`config.mk`:
```
export PLATFORM = sky130hd
export DESIGN_NAME = lsu
export DESIGN_NICKNAME = d
export VERILOG_FILES = /design/src/rtl/lsu.sv
export SDC_FILE = /design/constraint.sdc
export NUM_CORES = 1
export LEC_CHECK = 0
export BUFFER_PORTS_ARGS = -buffer_cell sky130_fd_sc_hd__buf_4
export CAP_MARGIN = 5
export CORE_MARGIN = 2
export CORE_UTILIZATION = 45
export CTS_CLUSTER_DIAMETER = 80
export DETAILED_ROUTE_END_ITERATION = 12
export PLACE_DENSITY = 0.83
export SLEW_MARGIN = 10
export SYNTH_ARGS = -nofsm -noshare
export SYNTH_HDL_FRONTEND = slang
export SYNTH_SLANG_ARGS = --single-unit
```
`constraint.sdc`:
```
create_clock -name clk -period 2.8 [get_ports clk]
set_input_delay 0.56 -clock clk [delete_from_list [all_inputs] [get_ports clk]]
set_output_delay 0.56 -clock clk [all_outputs]
set_load 0.01 [all_outputs]
```
`src/rtl/lsu.sv`:
```
// Load/store unit: turns one memory instruction into one handshaked bus transaction.
// Sub-word (B/H/BU/HU) lane handling and misalignment checks exist only when LSU_SUBWORD_EN is defined.
module lsu #(
  parameter int WIDTH = 32,
  parameter int DADDR = 10
) (
  input  logic             clk,
  input  logic             reset,
  input  logic             req_valid,
  input  logic             req_we,
  input  logic [2:0]       req_funct3,
  input  logic [DADDR-1:0] req_addr,
  input  logic [WIDTH-1:0] req_wdata,
  output logic [WIDTH-1:0] rdata,
  output logic             stall,
  output logic             err,
  output logic             bus_valid,
  input  logic             bus_ready,
  output logic             bus_we,
  output logic [DADDR-1:0] bus_addr,
  output logic [3:0]       bus_be,
  output logic [WIDTH-1:0] bus_wdata,
  input  logic             bus_rvalid,
  input  logic [WIDTH-1:0] bus_rdata
);

  // state | meaning
  // IDLE  | waiting for a memory instruction; err reported here
  // REQ   | bus_valid high, request fields held until bus_ready
  // WAIT  | load accepted, waiting for bus_rvalid
  // DONE  | one unstalled cycle so the core retires
  typedef enum logic [1:0] {IDLE, REQ, WAIT, DONE} state_t;

  state_t           state, state_nxt;
  logic             legal;
  logic [3:0]       be_c;
  logic [WIDTH-1:0] wdata_c;
  logic [DADDR-1:0] addr_c;
  logic [WIDTH-1:0] load_c;

  assign addr_c = {req_addr[DADDR-1:2], 2'b00};

`ifdef LSU_SUBWORD_EN
  logic [2:0] f3_q;
  logic [1:0] lane_q;
  logic [7:0] byte_l;
  logic [15:0] half_l;

  always_comb begin
    legal   = 1'b0;
    be_c    = 4'b1111;
    wdata_c = req_wdata;
    case (req_funct3)
      3'b000, 3'b100: legal = 1'b1;
      3'b001, 3'b101: legal = ~req_addr[0];
      3'b010:         legal = (req_addr[1:0] == 2'b00);
      default:        legal = 1'b0;
    endcase
    case (req_funct3[1:0])
      2'b00: begin
        be_c    = 4'b0001 << req_addr[1:0];
        wdata_c = {4{req_wdata[7:0]}};
      end
      2'b01: begin
        be_c    = req_addr[1] ? 4'b1100 : 4'b0011;
        wdata_c = {2{req_wdata[15:0]}};
      end
      default: begin
        be_c    = 4'b1111;
        wdata_c = req_wdata;
      end
    endcase
  end

  // funct3 and lane are captured with the request so extraction never depends on req_* later
  always_ff @(posedge clk or posedge reset) begin
    if (reset) begin
      f3_q   <= 3'b000;
      lane_q <= 2'b00;
    end else if (state == IDLE && req_valid && legal) begin
      f3_q   <= req_funct3;
      lane_q <= req_addr[1:0];
    end
  end

  assign byte_l = bus_rdata[{lane_q, 3'b000} +: 8];
  assign half_l = lane_q[1] ? bus_rdata[31:16] : bus_rdata[15:0];

  always_comb begin
    load_c = bus_rdata;
    case (f3_q)
      3'b000:  load_c = {{24{byte_l[7]}}, byte_l};
      3'b100:  load_c = {24'h0, byte_l};
      3'b001:  load_c = {{16{half_l[15]}}, half_l};
      3'b101:  load_c = {16'h0, half_l};
      default: load_c = bus_rdata;
    endcase
  end
`else
  logic unused_cfg;
  assign unused_cfg = ^{req_funct3, req_addr[1:0]};
  assign legal   = 1'b1;
  assign be_c    = 4'b1111;
  assign wdata_c = req_wdata;
  assign load_c  = bus_rdata;
`endif

  always_ff @(posedge clk or posedge reset) begin
    if (reset) begin
      state     <= IDLE;
      rdata     <= '0;
      bus_we    <= 1'b0;
      bus_addr  <= '0;
      bus_be    <= 4'b0000;
      bus_wdata <= '0;
    end else begin
      state <= state_nxt;
      if (state == IDLE && req_valid && legal) begin
        bus_we    <= req_we;
        bus_addr  <= addr_c;
        bus_be    <= be_c;
        bus_wdata <= wdata_c;
      end
      if (state == WAIT && bus_rvalid)
        rdata <= load_c;
    end
  end

  assign bus_valid = (state == REQ);

  always_comb begin
    state_nxt = state;
    stall     = 1'b0;
    err       = 1'b0;
    case (state)
      IDLE: begin
        if (req_valid) begin
          if (legal) begin
            stall     = 1'b1;
            state_nxt = REQ;
          end else begin
            err = 1'b1;
          end
        end
      end
      REQ: begin
        stall = 1'b1;
        if (bus_ready)
          state_nxt = bus_we ? DONE : WAIT;
      end
      WAIT: begin
        stall = 1'b1;
        if (bus_rvalid)
          state_nxt = DONE;
      end
      DONE: state_nxt = IDLE;
      default: state_nxt = IDLE;
    endcase
  end

endmodule
```
# After elaboration in Yosys (flattened, before gate mapping)
# Index checks and enable logic that the tools add are counted.
[word_totals]
ff_bits = 76
in_bits = 83
wordCells = 24
output_inout_bits = 82
[classes]
mux = 7
n_eq_ne = 6
n_reduce_logical = 5
[op_table]
columns = ["operator", "count"]
rows = [
  ["one-hot mux 2 bit (4 select lines)", 1],
  ["two-way mux 2 bit", 3],
  ["equality test 2 bit (second input constant)", 2],
  ["inequality test 2 bit (second input constant)", 2],
  ["AND reduction 3 bit", 1],
  ["equality test 2 x 1 -> 1 bit (second input constant)", 1],
  ["logical AND 1 bit", 2],
  ["zero test 2 bit", 1],
  ["two-way mux 1 bit", 2],
  ["inequality test 2 x 1 -> 1 bit (second input constant)", 1],
  ["one-hot mux 1 bit (2 select lines)", 1],
  ["OR reduction 2 bit", 1],
]

# Depth between registers and ports, before layout
# Gate-level depths: netlist of the first run.
[logic_depth]
word_depth = 3
ltp_mapped = 5
ltp_nobuf = 5

# Worst setup path after synthesis of the first run
# No wires, ideal clock.
[synth_timing]
kind = "register to output"
startpoint = "register state[0]"
endpoint = "output stall"
path_buffers = 0
t_required_ns = 2.240
slack_ns = 1.282
arrival_time_ns = 0.958
path_stages_with_launch = 5
path_cell_list = "dfrtp_1 > inv_1 > ha_1 > a21oi_1 > nor2_1"
[synth_via]
elab_chain_cells = 3
elab_cells_between_ends = 5
cone_classes = "2 x eq/ne; 1 x mux; 2 x reduce/logical"
[synth_rtl]
columns = ["element", "line", "source"]
rows = [
  ["start, declared", "34", "state_t state, state_nxt;"],
  ["start signal, assigned", "117", "state <= state_nxt;"],
  ["equality test 2 x 1 -> 1 bit / equality test 2 bit (equally long branches)", "135", "case (state)"],
  ["OR reduction 2 bit (no source line)", "n/a", ""],
  ["one-hot mux 1 bit (2 select lines) (*)", "135", ""],
  ["end, declared", "15", "output logic stall,"],
]
# Every way passes the cells marked *; elsewhere a longest branch is shown, timed or not.

# Worst setup path in the final report of the first run
[layout_timing]
startpoint = "register state[1]"
endpoint = "output stall"
# The elaborated chain is that of the path after synthesis.

==> impl_metrics.py, run 1 <==
metrics = {
    "placed_design": {
        "place_ws_ns": 1.06,
        "dp.final_hpwl_mm": 4.84,
        "dp_cells": 429,
        "gp_congestion": 0.713,
        "portBuffers": 156,
    },
    "drt": {
        "wl_per_cell_um": 14.5,
        "vias": 2048,
        "drtPass1Iterations": 4,
        "viasPerCell": 4.60,
        "drt.antenna.violating_nets": 0,
        "drt_first_iter_violations": 78,
        "drt_wl_total_mm": 6.45,
        "drcViolationCount": 0,
    },
    "power_and_ir_drop": {
        "leakage_uw": 0.00241,
        "powerDensity_nw_per_um2": 1160,
        "ir_drop_mv": 0.598,
        "finalPower_uw": 5410,
    },
    "timing": {
        "maxSlewViolCount": 0,
        "setup_tns_ns": 0,
        "rsz0062_at_grt": "false",
        "finalHoldViolCount": 0,
        "worst_pin_slew_ns": 0.657,
        "fin_skew_ns": 0.00677,
        "finalCriticalPeriod_ns": 2.03,
        "setup_ws_ns": 0.769,
        "period_share": 0.725,
        "setup-violations-final": 0,
        "max_clock_freq_ghz": 0.492,
        "relSlewSlack": 0.561,
    },
    "setup_path": {
        "start_kind": "flip-flop",
        "path_max_fanout": 5,
        "end_kind": "output port",
        "cp.required_ns": 2.24,
        "critical_path_class": "flip-flop to output port",
        "worstPathArrival_ns": 1.47,
    },
    "clock_tree": {
        "cts_buffer_depth": 2,
        "clk_pin_slew_ns": 0.08,
        "cts_buffers": 9,
        "cts_tree": "yes",
        "cts_sinks": 76,
        "clock_latency_ns": 0.32,
        "cts_setup_buffers": 0,
        "cts_root_buf": "clkbuf_8",
        "htreeDepth": 3,
        "hold_buffers": 0,
        "post_cts_resized": 0,
    },
    "die": {
        "start_util": 0.467,
        "io_pins": 165,
        "core.rowCount": 30,
        "die_x_um": 87.9,
        "dieArea_um2": 7730,
        "die_y_um": 87.9,
        "core_area_um2": 6790,
    },
    "run_status": {
        "status": "finished clean",
    },
    "global_route": {
        "gr-total-overflow": 0,
        "antenna_found_initial": 0,
        "grtUsageTotal": 0.168,
        "grt_pass1_vias": 2127,
        "grt_max_degree": 40,
        "grt_first_pass_wirelength_mm": 10.0,
    },
    "cells_and_area": {
        "num_antenna_cells": 0,
        "regArea_um2": 1900,
        "fin_cells": 445,
        "n_fill_cell": 482,
        "multi_input_area_um2": 1140,
        "drive_gt1_frac": 0.719,
        "area_growth_pct": 46.4,
        "nNetsFinal": 433,
        "fin_util": 0.683,
    },
    "run": {
        "max-cap-violations": 0,
    },
    "hold_path": {
        "hold_path_class": "input port to asynchronous set/reset pin",
    },
    "yosys": {
        "ys_types": 17,
        "ys_seq_area_frac": 0.600,
        "netlist_instances": 185,
        "ys_ff_latch": 76,
        "syn_area_um2": 3170,
        "syn_avg_cell_area_um2": 17.1,
        "ys_warn_count": 0,
    },
}
[critical path, stage by stage, from the launching register on]
cell,delay [ns]
dfrtp_1,0.43
inv_1,0.15
ha_1,0.26
a21oi_1,0.12
nor2_1,0.05
buf_4,0.14
[metrics by stage]
| stage | area [µm²] | hold WS (ns) |
|---|---|---|
| global route | 4640 | 0.348 |
| detailed placement | 4390 | 0.494 |
| global placement | 4390 | 0.487 |
| finish | 4640 | 0.298 |
| floorplan | 3180 | 0.550 |
| CTS | 4640 | 0.314 |
[cell families (layout without fill, tap and decap cells)]
group,Yosys count,count (layout),synth area share
fa+ha+maj,6,6,0.0237
flops,76,76,0.600
simple gates,8,8,0.0138
other cells,1,3,0.00118
mux,74,74,0.309
compound gates,4,4,0.00987
buf+inv,16,178,0.0426
[power breakdown]
group / leakage [µW] / internal (µW) / switching, µW
combinational: 0.00139 / 1530 / 899
clock: 0.000120 / 598 / 400
sequential: 0.000897 / 1660 / 319
total: 0.00241 / 3790 / 1620
[layer usage]
layer	vias up	track usage	wire, µm
met2	101	0.278	3270
met4	0	0.0671	100
met1	993	0.209	2520
met5	-	0	0
met3	10	0.0481	545
li1	944	-	-
[cells in the final DEF (no fill, tap or decap), drive strengths merged]
| master | count |
|---|---|
| a211o | 1 |
| a21oi | 1 |
| a2bb2oi | 1 |
| buf | 159 |
| bufinv | 3 |
| clkbuf | 9 |
| clkinv | 3 |
| clkinvlp | 1 |
| conb | 3 |
| dfrtp | 76 |
| ha | 6 |
| inv | 3 |
| mux2 | 74 |
| nand2 | 2 |
| nand2b | 4 |
| nand3 | 1 |
| nor2 | 1 |
| o2111ai | 1 |
[registers in the layout, indices dropped and copies added (netlist names)]
name / flops
bus_be: 1
bus_we: 1
state: 2
rdata: 32
bus_addr: 8
bus_wdata: 32
[cell usage after synthesis, drive strengths merged]
cell type,n,area share
nand3,1,0.0016
nor2,1,0.0012
inv,3,0.0036
a2bb2oi,1,0.0028
dfrtp,76,0.60
nand2b,4,0.0079
o2111ai,1,0.0028
conb,1,0.0012
a21oi,1,0.0016
a211o,1,0.0028
buf,13,0.039
mux2,74,0.31
nand2,2,0.0032
ha,6,0.024
[area by class of cell]
type                            instances  share of cell area
Sequential cell                        76               0.410
Timing Repair Buffer                  159               0.263
Multi-Input combinational cell         95               0.246
Clock buffer                            9              0.0267
Clock inverter                          7              0.0267
Tap cell                               96              0.0259
Inverter                                3             0.00270
[worst paths after layout]
check                                       from                       end  slack [ns]  depth (start not counted)
hold reg to reg            rdata[24]$_DFFE_PP0P_     rdata[24]$_DFFE_PP0P_        0.51                          1
hold / removal                             reset   bus_addr[6]$_DFFE_PP0P_        0.30                          2
setup reg to reg            state[1]$_DFFE_PP0P_  bus_wdata[2]$_DFFE_PP0P_        1.06                          5
min in group clk                     req_addr[5]   bus_addr[5]$_DFFE_PP0P_        0.46                          2
setup / recovery            state[1]$_DFFE_PP0P_                     stall        0.77                          5
max in group asynchronous                  reset  bus_wdata[1]$_DFFE_PP0P_        1.86                          3
Note: power is estimated with default switching activity, not from simulation.
==> run 2, diff against run 1 <==
clock period = 2.1 ns   (was 2.8 ns; I/O delays follow)
==> run 2 against run 1 <==
Cell count up 0.67%. Register-to-register slack worse by 0.65 ns. Via count up 1.6%. Flip-flop and latch count unchanged. Die area unchanged. Critical path depth unchanged.
==> impl_metrics.py, run 2 (synthesis gave the netlist of run 1 again) <==
metrics = {
    "cells_and_area": {
        "final_common_cell": "buf_4",
        "fin_util": 0.680,
        "area_growth_pct": 45.7,
        "drive_gt1_frac": 0.722,
        "nNetsFinal": 436,
        "num_antenna_cells": 0,
        "final_cell_mix": "buf_4 (160), dfrtp_1 (76), mux2_4 (39), mux2_2 (35), clkbuf_8 (10)",
        "reg.largest.list": "bus_wdata x32, rdata x32, bus_addr x8",
    },
    "clock_tree": {
        "post_cts_resized": 0,
        "htreeDepth": 3,
        "cts_setup_buffers": 0,
        "cts_buffer_depth": 2,
        "hold_buffers": 0,
        "clk_pin_slew_ns": 0.08,
        "cts_tree": "yes",
        "cts_buffers": 9,
        "clock_latency_ns": 0.34,
        "cts_root_buf": "clkbuf_8",
        "cts_sinks": 76,
    },
    "drt": {
        "drt_first_iter_violations": 48,
        "drt_wl_total_mm": 6.68,
        "drtPass1Iterations": 4,
        "drcViolationCount": 0,
        "wl_per_cell_um": 14.9,
        "drt.antenna.violating_nets": 0,
        "viasPerCell": 4.64,
        "vias": 2080,
    },
    "die": {
        "start_util": 0.467,
        "core.rowCount": 30,
        "dieArea_um2": 7730,
        "die_y_um": 87.9,
        "die_x_um": 87.9,
        "io_pins": 165,
        "core_area_um2": 6790,
    },
    "run_status": {
        "status": "finished clean",
    },
    "global_route": {
        "antenna_found_initial": 0,
        "gr-total-overflow": 0,
        "grt_max_degree": 33,
        "grt_pass1_vias": 2088,
        "grtUsageTotal": 0.171,
        "grt_first_pass_wirelength_mm": 10.0,
    },
    "setup_path": {
        "slowest_delay_ns": 0.41,
        "critical_path.top_delay_family": "flip-flops",
        "crit_buf_inv": 2,
        "worstPathArrival_ns": 1.51,
        "path_max_fanout": 5,
        "start_kind": "flip-flop",
        "cp.required_ns": 1.68,
        "cpMaxStageDelayCell": "dfrtp_1",
        "end_kind": "output port",
        "critical_path_class": "flip-flop to output port",
        "crit_chain": "inv_1 -> ha_1 -> a21oi_1 -> nor2_1 -> buf_4",
    },
    "power_and_ir_drop": {
        "leakage_uw": 0.00240,
        "ir_drop_mv": 0.778,
        "powerDensity_nw_per_um2": 1520,
    },
    "timing": {
        "period_share": 0.921,
        "fin_skew_ns": 0.00797,
        "rsz0062_at_grt": "false",
        "setup-violations-final": 0,
        "finalCriticalPeriod_ns": 1.93,
        "max_clock_freq_ghz": 0.517,
        "finalHoldViolCount": 0,
        "setup_tns_ns": 0,
        "maxSlewViolCount": 0,
    },
    "hold_path": {
        "hold_path_class": "input port to asynchronous set/reset pin",
    },
    "placed_design": {
        "portBuffers": 156,
        "dp.final_hpwl_mm": 5.06,
        "gp_congestion": 0.740,
    },
    "run": {
        "max-cap-violations": 0,
    },
}
run 2: cell types whose count changed in the layout (fill, tap and decap cells not counted), sizes merged:
cell	previous run	this run
clkinv	3	4
clkbuf	9	10
bufinv	3	1
buf	159	162
run 2: cell type report:
type	count	area, µm²
repair buffers	162	1240
clock inverters	6	62.6
flip-flops and latches	76	1900
inverters	3	15.0
fillers	502	2170
well taps	96	120
clock buffers	10	138
multi-input cells	95	1140
run 2: metal layers:
metal | GRT usage | wire (µm) | part of all wire
met4 | 0.0769 | 130 | 0.019
met2 | 0.284 | 3280 | 0.49
met5 | 0 | 0 | 0
met3 | 0.0556 | 561 | 0.084
met1 | 0.204 | 2700 | 0.40
run 2: worst register-to-register path, cell delays in order (launching register included):
cell	delay, ns
dfrtp_1	0.41
inv_1	0.12
ha_1	0.25
nand2_2	0.10
buf_4	0.33
mux2_4	0.35
run 2: report_power, final:
group / switching (µW) / total [µW] / leakage, µW / internal, µW
clock: 534 / 1120 / 0.000106 / 582
combinational: 1220 / 3280 / 0.00140 / 2060
sequential: 434 / 2650 / 0.000897 / 2210
total: 2190 / 7040 / 0.00240 / 4860
run 2: worst paths after layout:
check,start,to,slack (ns),cells after the start
setup / recovery,state[0]$_DFFE_PP0P_,stall,0.17,5
hold / removal,reset,rdata[31]$_DFFE_PP0P_,0.15,3
setup reg to reg,state[0]$_DFFE_PP0P_,bus_addr[2]$_DFFE_PP0P_,0.41,5
hold reg to reg,rdata[11]$_DFFE_PP0P_,rdata[11]$_DFFE_PP0P_,0.51,1
max in group asynchronous,reset,rdata[16]$_DFFE_PP0P_,1.65,3
min in group clk,req_wdata[18],bus_wdata[18]$_DFFE_PP0P_,0.30,2
run 2: through the flow:
step	area (µm²)	setup slack (ns)	hold slack [ns]	power, µW	std cells
2_1_floorplan	3180	0.639	0.550	4440	187
3_3_place_gp	4420	0.476	0.489	5860	432
3_5_place_dp	4420	0.419	0.495	6000	432
4_1_cts	4620	0.139	0.140	7140	448
5_1_grt	4620	0.0592	0.158	7440	448
6_report	4620	0.167	0.148	7040	448
==> run 3, diff against run 2 <==
ABC_CLOCK_PERIOD_IN_PS = 2100   (was not set)
GPL_TIMING_DRIVEN = 0   (was not set)
==> run 3 against run 2 <==
Via count hardly changed. Clock skew rose by 0.0068 ns. Largest cell class unchanged. Count of clock-buffer cells in the layout fell by 1. Register-to-register slack improved by 0.04 ns. Utilization is 0.59 points higher. Sequential share of layout area fell by 0.35 points.
==> impl_metrics.py, run 3 (synthesis gave the netlist of run 1 again) <==
metrics = {
    "run_status": {
        "status": "finished clean",
    },
    "drt": {
        "drt.antenna.violating_nets": 0,
        "drt_first_iter_violations": 30,
        "drt_wl_total_mm": 6.75,
        "drtPass1Iterations": 3,
        "drcViolationCount": 0,
        "viasPerCell": 4.57,
        "wl_per_cell_um": 14.8,
        "vias": 2081,
    },
    "clock_tree": {
        "cts_buffers": 9,
        "cts_sinks": 76,
        "hold_buffers": 0,
        "cts_root_buf": "clkbuf_8",
        "clk_pin_slew_ns": 0.09,
        "cts_tree": "yes",
        "cts_setup_buffers": 0,
        "htreeDepth": 3,
        "clock_latency_ns": 0.34,
        "post_cts_resized": 0,
        "cts_buffer_depth": 2,
    },
    "timing": {
        "finalCriticalPeriod_ns": 1.91,
        "worst_pin_slew_ns": 0.824,
        "period_share": 0.910,
        "rsz0062_at_grt": "false",
        "max_clock_freq_ghz": 0.523,
        "setup_tns_ns": 0,
        "maxSlewViolCount": 0,
        "setup-violations-final": 0,
        "finalHoldViolCount": 0,
        "fin_skew_ns": 0.0148,
        "relSlewSlack": 0.450,
    },
    "power_and_ir_drop": {
        "finalPower_uw": 6900,
        "p_sw_uw": 2180,
        "leakage_uw": 0.00242,
        "p_int_uw": 4720,
        "ir_drop_mv": 0.702,
        "powerDensity_nw_per_um2": 1480,
        "share_comb_of_total_power": 0.479,
        "switching_share": 0.316,
        "pwr-share-clk": 0.138,
        "p_seq_frac": 0.382,
    },
    "setup_path": {
        "path_max_fanout": 5,
        "rr_worst_depth": 5,
        "start_kind": "flip-flop",
        "worstPathArrival_ns": 1.49,
        "end_kind": "output port",
        "cp.required_ns": 1.68,
        "critical_path_class": "flip-flop to output port",
    },
    "placed_design": {
        "portBuffers": 156,
        "dp.final_hpwl_mm": 5.18,
        "gp_congestion": 0.747,
    },
    "cells_and_area": {
        "final_cell_mix": "buf_4 (162), dfrtp_1 (76), mux2_4 (39), mux2_2 (35), clkbuf_8 (9)",
        "area_growth_pct": 47.0,
        "final_common_cell": "buf_4",
        "num_antenna_cells": 0,
        "drive_gt1_frac": 0.727,
        "reg.largest.list": "bus_wdata x32, rdata x32, bus_addr x8",
        "n_fill_cell": 486,
        "nNetsFinal": 444,
    },
    "global_route": {
        "grt_max_degree": 40,
        "grt_first_pass_wirelength_mm": 10.3,
        "grtUsageTotal": 0.176,
        "antenna_found_initial": 0,
        "grt_pass1_vias": 2189,
        "gr-total-overflow": 0,
    },
    "die": {
        "core.rowCount": 30,
        "core_area_um2": 6790,
        "die_y_um": 87.9,
        "dieArea_um2": 7730,
        "start_util": 0.467,
        "io_pins": 165,
        "die_x_um": 87.9,
    },
    "hold_path": {
        "hold_path_class": "input port to asynchronous set/reset pin",
    },
    "run": {
        "max-cap-violations": 0,
    },
}
## run 3: cell count changes in the layout (fill, tap and decap cells not counted)
| cell | before | now |
|---|---|---|
| buf_12 | 2 | 1 |
| buf_4 | 160 | 162 |
| bufinv_16 | 1 | 0 |
| buf_6 | 0 | 7 |
| clkinvlp_4 | 1 | 3 |
| inv_6 | 1 | 0 |
| clkbuf_8 | 10 | 9 |
| clkinv_2 | 3 | 2 |
| clkinv_4 | 1 | 2 |
## run 3: area by class of cell
cell class                      instances  area (µm²)  share of cell area
Timing Repair Buffer                  157        1190               0.256
Tap cell                               96         120              0.0258
Clock buffer                            9         124              0.0266
Sequential cell                        76        1900               0.408
Clock inverter                          6        42.5             0.00913
Inverter                                3        15.0             0.00322
Multi-Input combinational cell         95        1140               0.245
Buffer                                 13         124              0.0266
## run 3: path summary, 6_finish.rpt
check / from / to / slack, ns
worst max register to register: state[0]$_DFFE_PP0P_ / rdata[10]$_DFFE_PP0P_ / 0.45
worst max-delay path: state[0]$_DFFE_PP0P_ / stall / 0.19
min in group clk: req_wdata[13] / bus_wdata[13]$_DFFE_PP0P_ / 0.30
worst min register to register: rdata[25]$_DFFE_PP0P_ / rdata[25]$_DFFE_PP0P_ / 0.51
max in group asynchronous: reset / bus_wdata[24]$_DFFE_PP0P_ / 1.21
worst min-delay path: reset / rdata[26]$_DFFE_PP0P_ / 0.22
## run 3: power by group through the flow
stage	Clock (µW)	Combinational, µW	Sequential [µW]
2_1_floorplan	0	1490	2950
3_3_place_gp	0	3270	2620
3_5_place_dp	0	3360	2660
4_1_cts	977	3370	2650
5_1_grt	1040	3560	2730
6_report	954	3310	2640
## run 3: per-layer routing
metal  up-vias  share of wire  global-route usage
li1        973              -                   -
met4         0          0.016              0.0713
met3        10          0.091              0.0490
met1       991           0.40               0.210
met5         -              0                   0
met2       107           0.49               0.300
## run 3: worst max-delay path, cell delays in order, from the launching register on
cell and delay (ns):
dfrtp_1 0.41, inv_1 0.12, ha_1 0.32, a21oi_1 0.12, nor2_1 0.06, buf_4 0.14
## run 3: stage by stage
| stage | utilization | hold WS (ns) | setup slack (ns) | cell area (µm²) | std cells |
|---|---|---|---|---|---|
| floorplan | - | 0.550 | 0.639 | 3180 | 187 |
| global route | 0.686 | 0.285 | 0.0964 | 4660 | 455 |
| finish | 0.686 | 0.224 | 0.189 | 4660 | 455 |
| CTS | 0.686 | 0.245 | 0.160 | 4660 | 455 |
| detailed placement | 0.661 | 0.493 | 0.436 | 4490 | 440 |
| global placement | 0.658 | 0.488 | 0.310 | 4470 | 439 |
